$ cat config.mk
export PLATFORM = sky130hd
export DESIGN_NAME = stack_sequencer_flat
export DESIGN_NICKNAME = d
export VERILOG_FILES = /design/src/rtl/stack_sequencer_if.sv /design/src/rtl/stack_sequencer.sv /design/src/flat_wrapper.sv
export SDC_FILE = /design/constraint.sdc
export NUM_CORES = 1
export LEC_CHECK = 0
export ABC_AREA = 1
export BUFFER_PORTS_ARGS = -buffer_cell sky130_fd_sc_hd__buf_2
export CORE_ASPECT_RATIO = 1.2
export CORE_MARGIN = 5
export CORE_UTILIZATION = 51
export CTS_BUF_LIST = sky130_fd_sc_hd__clkbuf_2 sky130_fd_sc_hd__clkbuf_4 sky130_fd_sc_hd__clkbuf_8
export CTS_CLUSTER_DIAMETER = 30
export DETAILED_ROUTE_END_ITERATION = 8
export PLACE_DENSITY = 0.81
export SLEW_MARGIN = 20
export SYNTH_ARGS = -nofsm -noshare
export SYNTH_HDL_FRONTEND = slang
export SYNTH_SLANG_ARGS = --single-unit
$ cat constraint.sdc
create_clock -name clk -period 2 [get_ports clk]
set_input_delay 0.4 -clock clk [delete_from_list [all_inputs] [get_ports clk]]
set_output_delay 0.4 -clock clk [all_outputs]
set_load 0.03 [all_outputs]
$ cat src/rtl/stack_sequencer_if.sv
// Data-memory port owned by the stack sequencer.
// Master drives strobes/address/write data; memory returns read data same cycle.
interface stack_sequencer_if #(
  parameter int ADDR_W = 12
);
  logic              mem_rd;
  logic              mem_wr;
  logic [ADDR_W-1:0] mem_addr;
  logic [15:0]       mem_wdata;
  logic [15:0]       mem_rdata;

  modport master (
    output mem_rd,
    output mem_wr,
    output mem_addr,
    output mem_wdata,
    input  mem_rdata
  );

  modport slave (
    input  mem_rd,
    input  mem_wr,
    input  mem_addr,
    input  mem_wdata,
    output mem_rdata
  );
endinterface

$ cat src/rtl/stack_sequencer.sv
// Multi-cycle CALL/RET/RTI/INT/IRQ stack sequencer with its own stack pointer.
// Optional STACK_GUARD_EN adds stack_err and aborts over/underflowing accesses.
module stack_sequencer #(
  parameter int                ADDR_W     = 12,
  parameter logic [ADDR_W-1:0] SP_TOP     = 12'hFFF,
  parameter logic [31:0]       IRQ_VECTOR = 32'h0000_0002
) (
  input  logic              clk,
  input  logic              rst,
  input  logic              req_call,
  input  logic              req_ret,
  input  logic              req_rti,
  input  logic              req_int,
  input  logic              irq,
  input  logic [31:0]       pc_in,
  input  logic [31:0]       target_in,
  input  logic [2:0]        flags_in,
  stack_sequencer_if.master mem,
  output logic [ADDR_W-1:0] sp,
  output logic              stall,
  output logic              pc_load,
  output logic [31:0]       pc_out,
  output logic              flags_load,
  output logic [2:0]        flags_out
`ifdef STACK_GUARD_EN
  ,
  output logic              stack_err
`endif
);

  typedef enum logic [2:0] {
    IDLE,
    PSH_FLG,
    PSH_HI,
    PSH_LO,
    POP_LO,
    POP_HI,
    POP_FLG,
    FINISH
  } state_t;

  state_t            state_q, state_d, nxt;
  logic [ADDR_W-1:0] sp_q, sp_d, sp_inc;
  logic              pend_q, pend_d;
  logic [31:0]       pc_q, pc_d;
  logic [31:0]       tgt_q, tgt_d;
  logic [2:0]        flg_q, flg_d;
  logic [2:0]        fout_q, fout_d;
  logic              rti_q, rti_d;
  logic              push, pop, abort, start;
  logic [15:0]       wdat;

  assign sp_inc    = sp_q + ADDR_W'(1);
  assign sp        = sp_q;
  assign pc_out    = tgt_q;
  assign flags_out = fout_q;

  always_ff @(posedge clk) begin
    if (rst) begin
      state_q <= IDLE;
      sp_q    <= SP_TOP;
      pend_q  <= 1'b0;
      pc_q    <= '0;
      tgt_q   <= '0;
      flg_q   <= '0;
      fout_q  <= '0;
      rti_q   <= 1'b0;
    end else begin
      state_q <= state_d;
      sp_q    <= sp_d;
      pend_q  <= pend_d;
      pc_q    <= pc_d;
      tgt_q   <= tgt_d;
      flg_q   <= flg_d;
      fout_q  <= fout_d;
      rti_q   <= rti_d;
    end
  end

  always_comb begin
    state_d       = state_q;
    sp_d          = sp_q;
    pend_d        = pend_q | irq;
    pc_d          = pc_q;
    tgt_d         = tgt_q;
    flg_d         = flg_q;
    fout_d        = fout_q;
    rti_d         = rti_q;
    nxt           = state_q;
    push          = 1'b0;
    pop           = 1'b0;
    wdat          = '0;
    start         = req_rti | req_ret | req_call
                  | req_int | pend_q;
    stall         = (state_q != IDLE);
    pc_load       = 1'b0;
    flags_load    = 1'b0;
    mem.mem_rd    = 1'b0;
    mem.mem_wr    = 1'b0;
    mem.mem_addr  = '0;
    mem.mem_wdata = '0;

    case (state_q)
      IDLE: begin
        if (start) begin
          stall = 1'b1;
          pc_d  = pc_in;
          flg_d = flags_in;
          tgt_d = target_in;
          rti_d = 1'b0;
          priority case (1'b1)
            req_rti: begin
              rti_d   = 1'b1;
              state_d = POP_LO;
            end
            req_ret:  state_d = POP_LO;
            req_call: state_d = PSH_HI;
            req_int:  state_d = PSH_FLG;
            default: begin
              tgt_d   = IRQ_VECTOR;
              pend_d  = 1'b0;
              state_d = PSH_FLG;
            end
          endcase
        end
      end
      PSH_FLG: begin
        push = 1'b1;
        wdat = {13'b0, flg_q};
        nxt  = PSH_HI;
      end
      PSH_HI: begin
        push = 1'b1;
        wdat = pc_q[31:16];
        nxt  = PSH_LO;
      end
      PSH_LO: begin
        push = 1'b1;
        wdat = pc_q[15:0];
        nxt  = FINISH;
      end
      POP_LO: begin
        pop = 1'b1;
        nxt = POP_HI;
      end
      POP_HI: begin
        pop = 1'b1;
        nxt = rti_q ? POP_FLG : FINISH;
      end
      POP_FLG: begin
        pop = 1'b1;
        nxt = FINISH;
      end
      FINISH: begin
        pc_load    = 1'b1;
        flags_load = rti_q;
        state_d    = IDLE;
      end
      default: state_d = IDLE;
    endcase

`ifdef STACK_GUARD_EN
    abort = (push & (sp_q == '0))
          | (pop & (sp_q == SP_TOP));
`else
    abort = 1'b0;
`endif

    // An aborted access leaves sp and memory untouched.
    if (abort) begin
      state_d = IDLE;
    end else if (push) begin
      mem.mem_wr    = 1'b1;
      mem.mem_addr  = sp_q;
      mem.mem_wdata = wdat;
      sp_d          = sp_q - ADDR_W'(1);
      state_d       = nxt;
    end else if (pop) begin
      mem.mem_rd   = 1'b1;
      mem.mem_addr = sp_inc;
      sp_d         = sp_inc;
      state_d      = nxt;
      case (state_q)
        POP_LO:  tgt_d[15:0]  = mem.mem_rdata;
        POP_HI:  tgt_d[31:16] = mem.mem_rdata;
        POP_FLG: fout_d       = mem.mem_rdata[2:0];
        default: ;
      endcase
    end
  end

`ifdef STACK_GUARD_EN
  assign stack_err = abort;
`endif

endmodule

$ cat src/flat_wrapper.sv
// flat-port wrapper written by rule: the top's interface ports become plain ports
module stack_sequencer_flat 
#(
  parameter int                ADDR_W     = 12,
  parameter logic [ADDR_W-1:0] SP_TOP     = 12'hFFF,
  parameter logic [31:0]       IRQ_VECTOR = 32'h0000_0002
)
  (clk, rst, req_call, req_ret, req_rti, req_int, irq, pc_in, target_in, flags_in, sp, stall, pc_load, pc_out, flags_load, flags_out, mem_mem_rd, mem_mem_wr, mem_mem_addr, mem_mem_wdata, mem_mem_rdata);
  stack_sequencer_if #(.ADDR_W(ADDR_W)) mem_i ();
  input  logic clk;
  input  logic rst;
  input  logic req_call;
  input  logic req_ret;
  input  logic req_rti;
  input  logic req_int;
  input  logic irq;
  input  logic [31:0] pc_in;
  input  logic [31:0] target_in;
  input  logic [2:0] flags_in;
  output logic [ADDR_W-1:0] sp;
  output logic stall;
  output logic pc_load;
  output logic [31:0] pc_out;
  output logic flags_load;
  output logic [2:0] flags_out;
  output wire logic [$bits(mem_i.mem_rd)-1:0] mem_mem_rd;
  output wire logic [$bits(mem_i.mem_wr)-1:0] mem_mem_wr;
  output wire logic [$bits(mem_i.mem_addr)-1:0] mem_mem_addr;
  output wire logic [$bits(mem_i.mem_wdata)-1:0] mem_mem_wdata;
  input wire logic [$bits(mem_i.mem_rdata)-1:0] mem_mem_rdata;
  assign mem_mem_rd = mem_i.mem_rd;
  assign mem_mem_wr = mem_i.mem_wr;
  assign mem_mem_addr = mem_i.mem_addr;
  assign mem_mem_wdata = mem_i.mem_wdata;
  assign mem_i.mem_rdata = mem_mem_rdata;
  stack_sequencer #(.ADDR_W(ADDR_W), .SP_TOP(SP_TOP), .IRQ_VECTOR(IRQ_VECTOR)) u_core (.clk(clk), .rst(rst), .req_call(req_call), .req_ret(req_ret), .req_rti(req_rti), .req_int(req_int), .irq(irq), .pc_in(pc_in), .target_in(target_in), .flags_in(flags_in), .mem(mem_i), .sp(sp), .stall(stall), .pc_load(pc_load), .pc_out(pc_out), .flags_load(flags_load), .flags_out(flags_out));
endmodule
# After elaboration in Yosys (flattened, before gate mapping)
# Index checks and enable logic that the tools add are counted.
dict set report totals {
  ff_bits 87
  inputBits 90
  output_inout_bits 80
  elab_cells 75
}
dict set report op_classes {
  add_sub_neg 2
  n_eq_ne 8
  n_mux 41
  bitwise_logic 6
  n_reduce_logical 10
}
# cell count
set op_table {}
lappend op_table {{two-way mux 32 bit} 8}
lappend op_table {{two-way mux 12 bit} 4}
lappend op_table {{two-way mux 16 bit} 3}
lappend op_table {{case mux 16 bit (3 select lines)} 1}
lappend op_table {{two-way mux 1 bit} 17}
lappend op_table {{two-way mux 3 bit} 5}
lappend op_table {{case mux 3 bit (5 select lines)} 1}
lappend op_table {{adder 12 x 1 -> 12 bit (second input constant)} 1}
lappend op_table {{== test 3 bit (second input constant)} 4}
lappend op_table {{subtractor 12 x 1 -> 12 bit (second input constant)} 1}
lappend op_table {{== test 3 x 2 -> 1 bit (second input constant)} 2}
lappend op_table {{case mux 3 bit (2 select lines)} 1}
lappend op_table {{OR reduction 3 bit} 2}
lappend op_table {{bitwise OR 1 bit} 5}
lappend op_table {{inequality test 4 x 1 -> 1 bit (second input constant)} 1}
lappend op_table {{AND reduction 2 bit} 2}
lappend op_table {{nonzero test 4 bit} 1}
lappend op_table {{== test 3 x 1 -> 1 bit (second input constant)} 1}
lappend op_table {{logical NOT 3 bit} 1}
lappend op_table {{AND reduction 3 bit} 1}
lappend op_table {{nonzero test 3 bit} 1}
lappend op_table {{two-way mux 2 bit} 1}
lappend op_table {{nonzero test 2 bit} 1}
lappend op_table {{OR reduction 2 bit} 1}
lappend op_table {{NOT 1 bit} 1}

# Longest topological paths before layout
dict set report depth {
  depth_word 9
  mapped_depth 9
  mapped_depth_nobuf 9
}

# Worst setup path after synthesis
# OpenSTA, ideal clock, no wires.
dict set report synth_timing {
  path_kind {register -> output}
  from {reg u_core.sp_q[1], in the netlist u_core.sp[1]}
  to {out mem_mem_addr[8]}
  arrival_ns 1.731
  required_time_ns 1.600
  path_slack_ns -0.131
  stages_incl_launch_ff 7
  n_path_buf 0
  cell_sequence {dfxtp_1 -> ha_1 -> nand3_1 -> nor2_1 -> nand2_1 -> o211ai_1 -> o21ai_0}
}
dict set report synth_via {
  elab_chain_cells 3
}
# item line
set synth_lines {}
lappend synth_lines {{start, declared} stack_sequencer.sv:43} ;# logic [ADDR_W-1:0] sp_q, sp_d, sp_inc;
lappend synth_lines {{start signal, assigned} stack_sequencer.sv:70} ;# sp_q <= sp_d;
lappend synth_lines {{adder 12 x 1 -> 12 bit} stack_sequencer.sv:53} ;# assign sp_inc = sp_q + ADDR_W'(1);
lappend synth_lines {{two-way mux 12 bit} stack_sequencer.sv:178} ;# end else if (pop) begin
lappend synth_lines {{two-way mux 12 bit} stack_sequencer.sv:172} ;# end else if (push) begin
lappend synth_lines {{end, declared} flat_wrapper.sv:28} ;# output wire logic [$bits(mem_i.mem_addr)-1:0] mem_mem_addr;
# No other way between the ends.

# Worst setup path after layout
dict set report layout_timing {
  from {reg u_core.sp_q[2], in the netlist u_core.sp[2]}
  to {out mem_mem_addr[5]}
}
# The elaborated chain is that of the path after synthesis.

==> impl_results.md <==
- Status: complete, but fails checks
- Failing checks: setup timing
- Classification of the worst setup path: flip-flop to primary output
- Hold WC Path Type: input port to flip-flop
- M1 GR Usage: 0.301
- CTS tree: yes
- Slew Limit Fails: 0
- Share of layout cells above drive strength 1: 0.398
- GP Congestion: 0.986
- GR Layer Usage met3: 0.0581
- Final hold viol count: 0
- RSZ-0062 raised after global routing: yes
- Post-synthesis sequential area ratio: 0.397
- First-pass GRT wire length: 21.3 mm
- Worst slew pin tran: 0.412 ns
- Vias in the first global route: 4,561
- Final Cycle Share: 1.02
- Initial antenna violation count: 1
- Initial Util: 0.518
- Mapped Area: 4380 sq um
- Register area: 1780 sq um
- P_leak: 2.69 nW
- Tot GR Track Use: 0.247
- Synth top area cells: dfxtp_1, o21ai_0, nor2_1
- Worst Path Required: 1.60 ns
- Warnings from Yosys: 0
- IO Count: 170
- DR vias: 4,945
- Pwr dens: 1760 nW/um^2
- DRC viols: 0
- Slowest-stage cell, CP: dfxtp_4
- Setup ws final: -0.0335 ns
- H-tree Lvls: 3
- Core area: 8470 sq um
- Worst Setup End Kind: primary output
- TritonCTS sink count: 87
- Die width: 94.6 um
- MaxCap Viol Count: 0
- # setup viols final: 3
- Seq cells post-synth: 87
- # hold bufs at CTS: 0
- Synthesized Nets: 687
- Rows: 37
- Inst Count DP: 861
- Most used DFF post-synth: dfxtp_1
- Startpoint Class: flip-flop
- Gate Count Post-Synth: 595
- Peak per-stage delay on the critical path: 0.38 ns
- Layout net count: 858
- EDFF count, synth: 0
- Iter 0 DRT Violations: 249
- Synth cell types: 37
- Clock root cell: clkbuf_8
- Busiest grt layer: met2
- Mapped Avg Cell Area: 7.37 sq um
- Clk Latency, worst-skew pair: 0.35 ns
- Total grt overflow: 0
- GR Util met2: 0.402
- Fmax achieved: 492 MHz
- Pre-CTS setup slack: 0.115 ns
- TritonRoute pass-1 iters: 5
- Max_slew headroom: 0.722
- Routed len/inst: 15.3 um
- # fillers: 690
- TritonCTS Buffers: 9
- Largest net degree at the start of global routing: 37
- Area leader, netlist: dfxtp_1
- Crit Path Max Fanout: 7
- Area of the multi-input gates: 2450 sq um
- Buf/Inv on CP: 2
- Share of the synthesized area in the top cell type: 0.397
- Final Critical Period: 2.03 ns
- Worst IR Drop VDD: 1.05 mV
- Critical path's top delay family: flip-flops
- DR vias/cell: 5.56
- Layout overhead on the synthesized area: 33.9%
- Crit path DAT: 1.63 ns
- Longest Clk Path Bufs: 2
- Clk_skew: 0.0108 ns
- Die H: 112 um
- Die Area: 10,600 sq um
- Clock transition at path regs: 0.09 ns
- Async S/R FF share, synth: 0
- Routed WL: 13.6 mm
- Layout Cells excl Fill: 889
- Worst-path cell chain: buf_4 -> nand3_1 -> o21ai_2 -> nand3_1 -> o21ai_0 -> buf_4
- PortBufs: 169
- Detail Route Antenna Nets: 0
- Final HPWL DP: 9.55 mm
==> area by class of cell <==
cell class,count,area share
inverters,33,0.0245
clock inverters,7,0.00917
clock buffers,9,0.0211
repair buffers,196,0.199
diodes,1,0.000426
well taps,117,0.0249
multi-input cells,439,0.417
flip-flops and latches,87,0.304
==> Yosys cell counts (3+ instances only) <==
| master | count |
|---|---|
| a21oi_1 | 25 |
| a21oi_2 | 20 |
| a22o_1 | 13 |
| a31oi_1 | 34 |
| buf_2 | 13 |
| buf_4 | 7 |
| clkbuf_1 | 8 |
| clkbuf_2 | 4 |
| dfxtp_1 | 87 |
| inv_1 | 27 |
| inv_4 | 4 |
| nand2_1 | 84 |
| nand2_2 | 14 |
| nand3_1 | 32 |
| nand4_1 | 4 |
| nor2_1 | 88 |
| nor2_2 | 5 |
| o211ai_1 | 4 |
| o21ai_0 | 91 |
| o21ai_1 | 5 |
| xor2_1 | 3 |
==> where the power goes <==
group / total, mW / internal [mW] / switching [mW]
clock network: 1.15 / 0.462 / 0.683
logic: 6.26 / 2.15 / 4.11
registers: 2.93 / 2.44 / 0.489
==> layer usage <==
layer  vias up  part of all wire
li1       2379                 -
met1      2244              0.38
met2       266              0.47
met3        56             0.097
met4         0             0.047
met5         -                 0
==> path summary, 6_finish.rpt <==
path | start | to | slack [ns] | cells past startpoint
max | u_core.sp[2] | mem_mem_addr[5] | -0.03 | 6
min | pc_in[31] | u_core.pc_q[31] | 0.29 | 3
max reg2reg | u_core.sp[0] | u_core.sp[8] | 0.24 | 8
min reg2reg | u_core.flags_out[2] | u_core.flags_out[2] | 0.45 | 2
==> worst register-to-register path, cell delays in order, from the launching register on <==
cell	delay [ns]
dfxtp_4	0.37
inv_1	0.12
buf_4	0.18
ha_4	0.15
nand3_1	0.11
nor2_1	0.35
nand4_1	0.14
nand3_1	0.11
nand3_1	0.09
==> cell usage in the layout, fill, tap and decap left out, types with 13 or more instances in the layout <==
cell       n
buf_2    150
nor2_1    83
o21ai_0   81
nand2_1   76
dfxtp_1   73
a31oi_1   34
buf_4     31
nand3_1   27
inv_1     25
a21oi_1   24
a21oi_2   21
nand2_2   19
a22o_1    13
==> stage by stage <==
step                hold WS, ns  setup TNS, ns   util  power (mW)  cell area (sq um)
global route              0.287         -0.728  0.693        11.0               5870
finish                    0.290        -0.0927  0.693        10.3               5870
global placement          0.430              0  0.626        8.17               5310
CTS                       0.272         -0.147  0.671        9.94               5680
detailed placement        0.437              0  0.626        8.31               5310
floorplan                 0.440              0      -        6.96               4390
==> timing repair <==
item,in CTS,in global routing
buffers inserted,5,4
gates resized for setup,57,45
setup endpoints to repair,29,28
pin swaps,6,7
gates cloned,0,2
==> registers in the layout, indices dropped and copies added (netlist names) <==
name	flops
u_core.pend_q	1
u_core.flags_out	3
u_core.flg_q	3
u_core.rti_q	1
u_core.pc_out	32
u_core.state_q	3
u_core.sp	12
u_core.pc_q	32
==> logic make-up after synthesis <==
group / synth area share
flops: 0.397
xor+xnor: 0.00599
simple gates: 0.243
compound gates: 0.267
fa+ha+maj: 0.00571
buf+inv: 0.0819
Note: power is estimated with default switching activity, not from simulation.
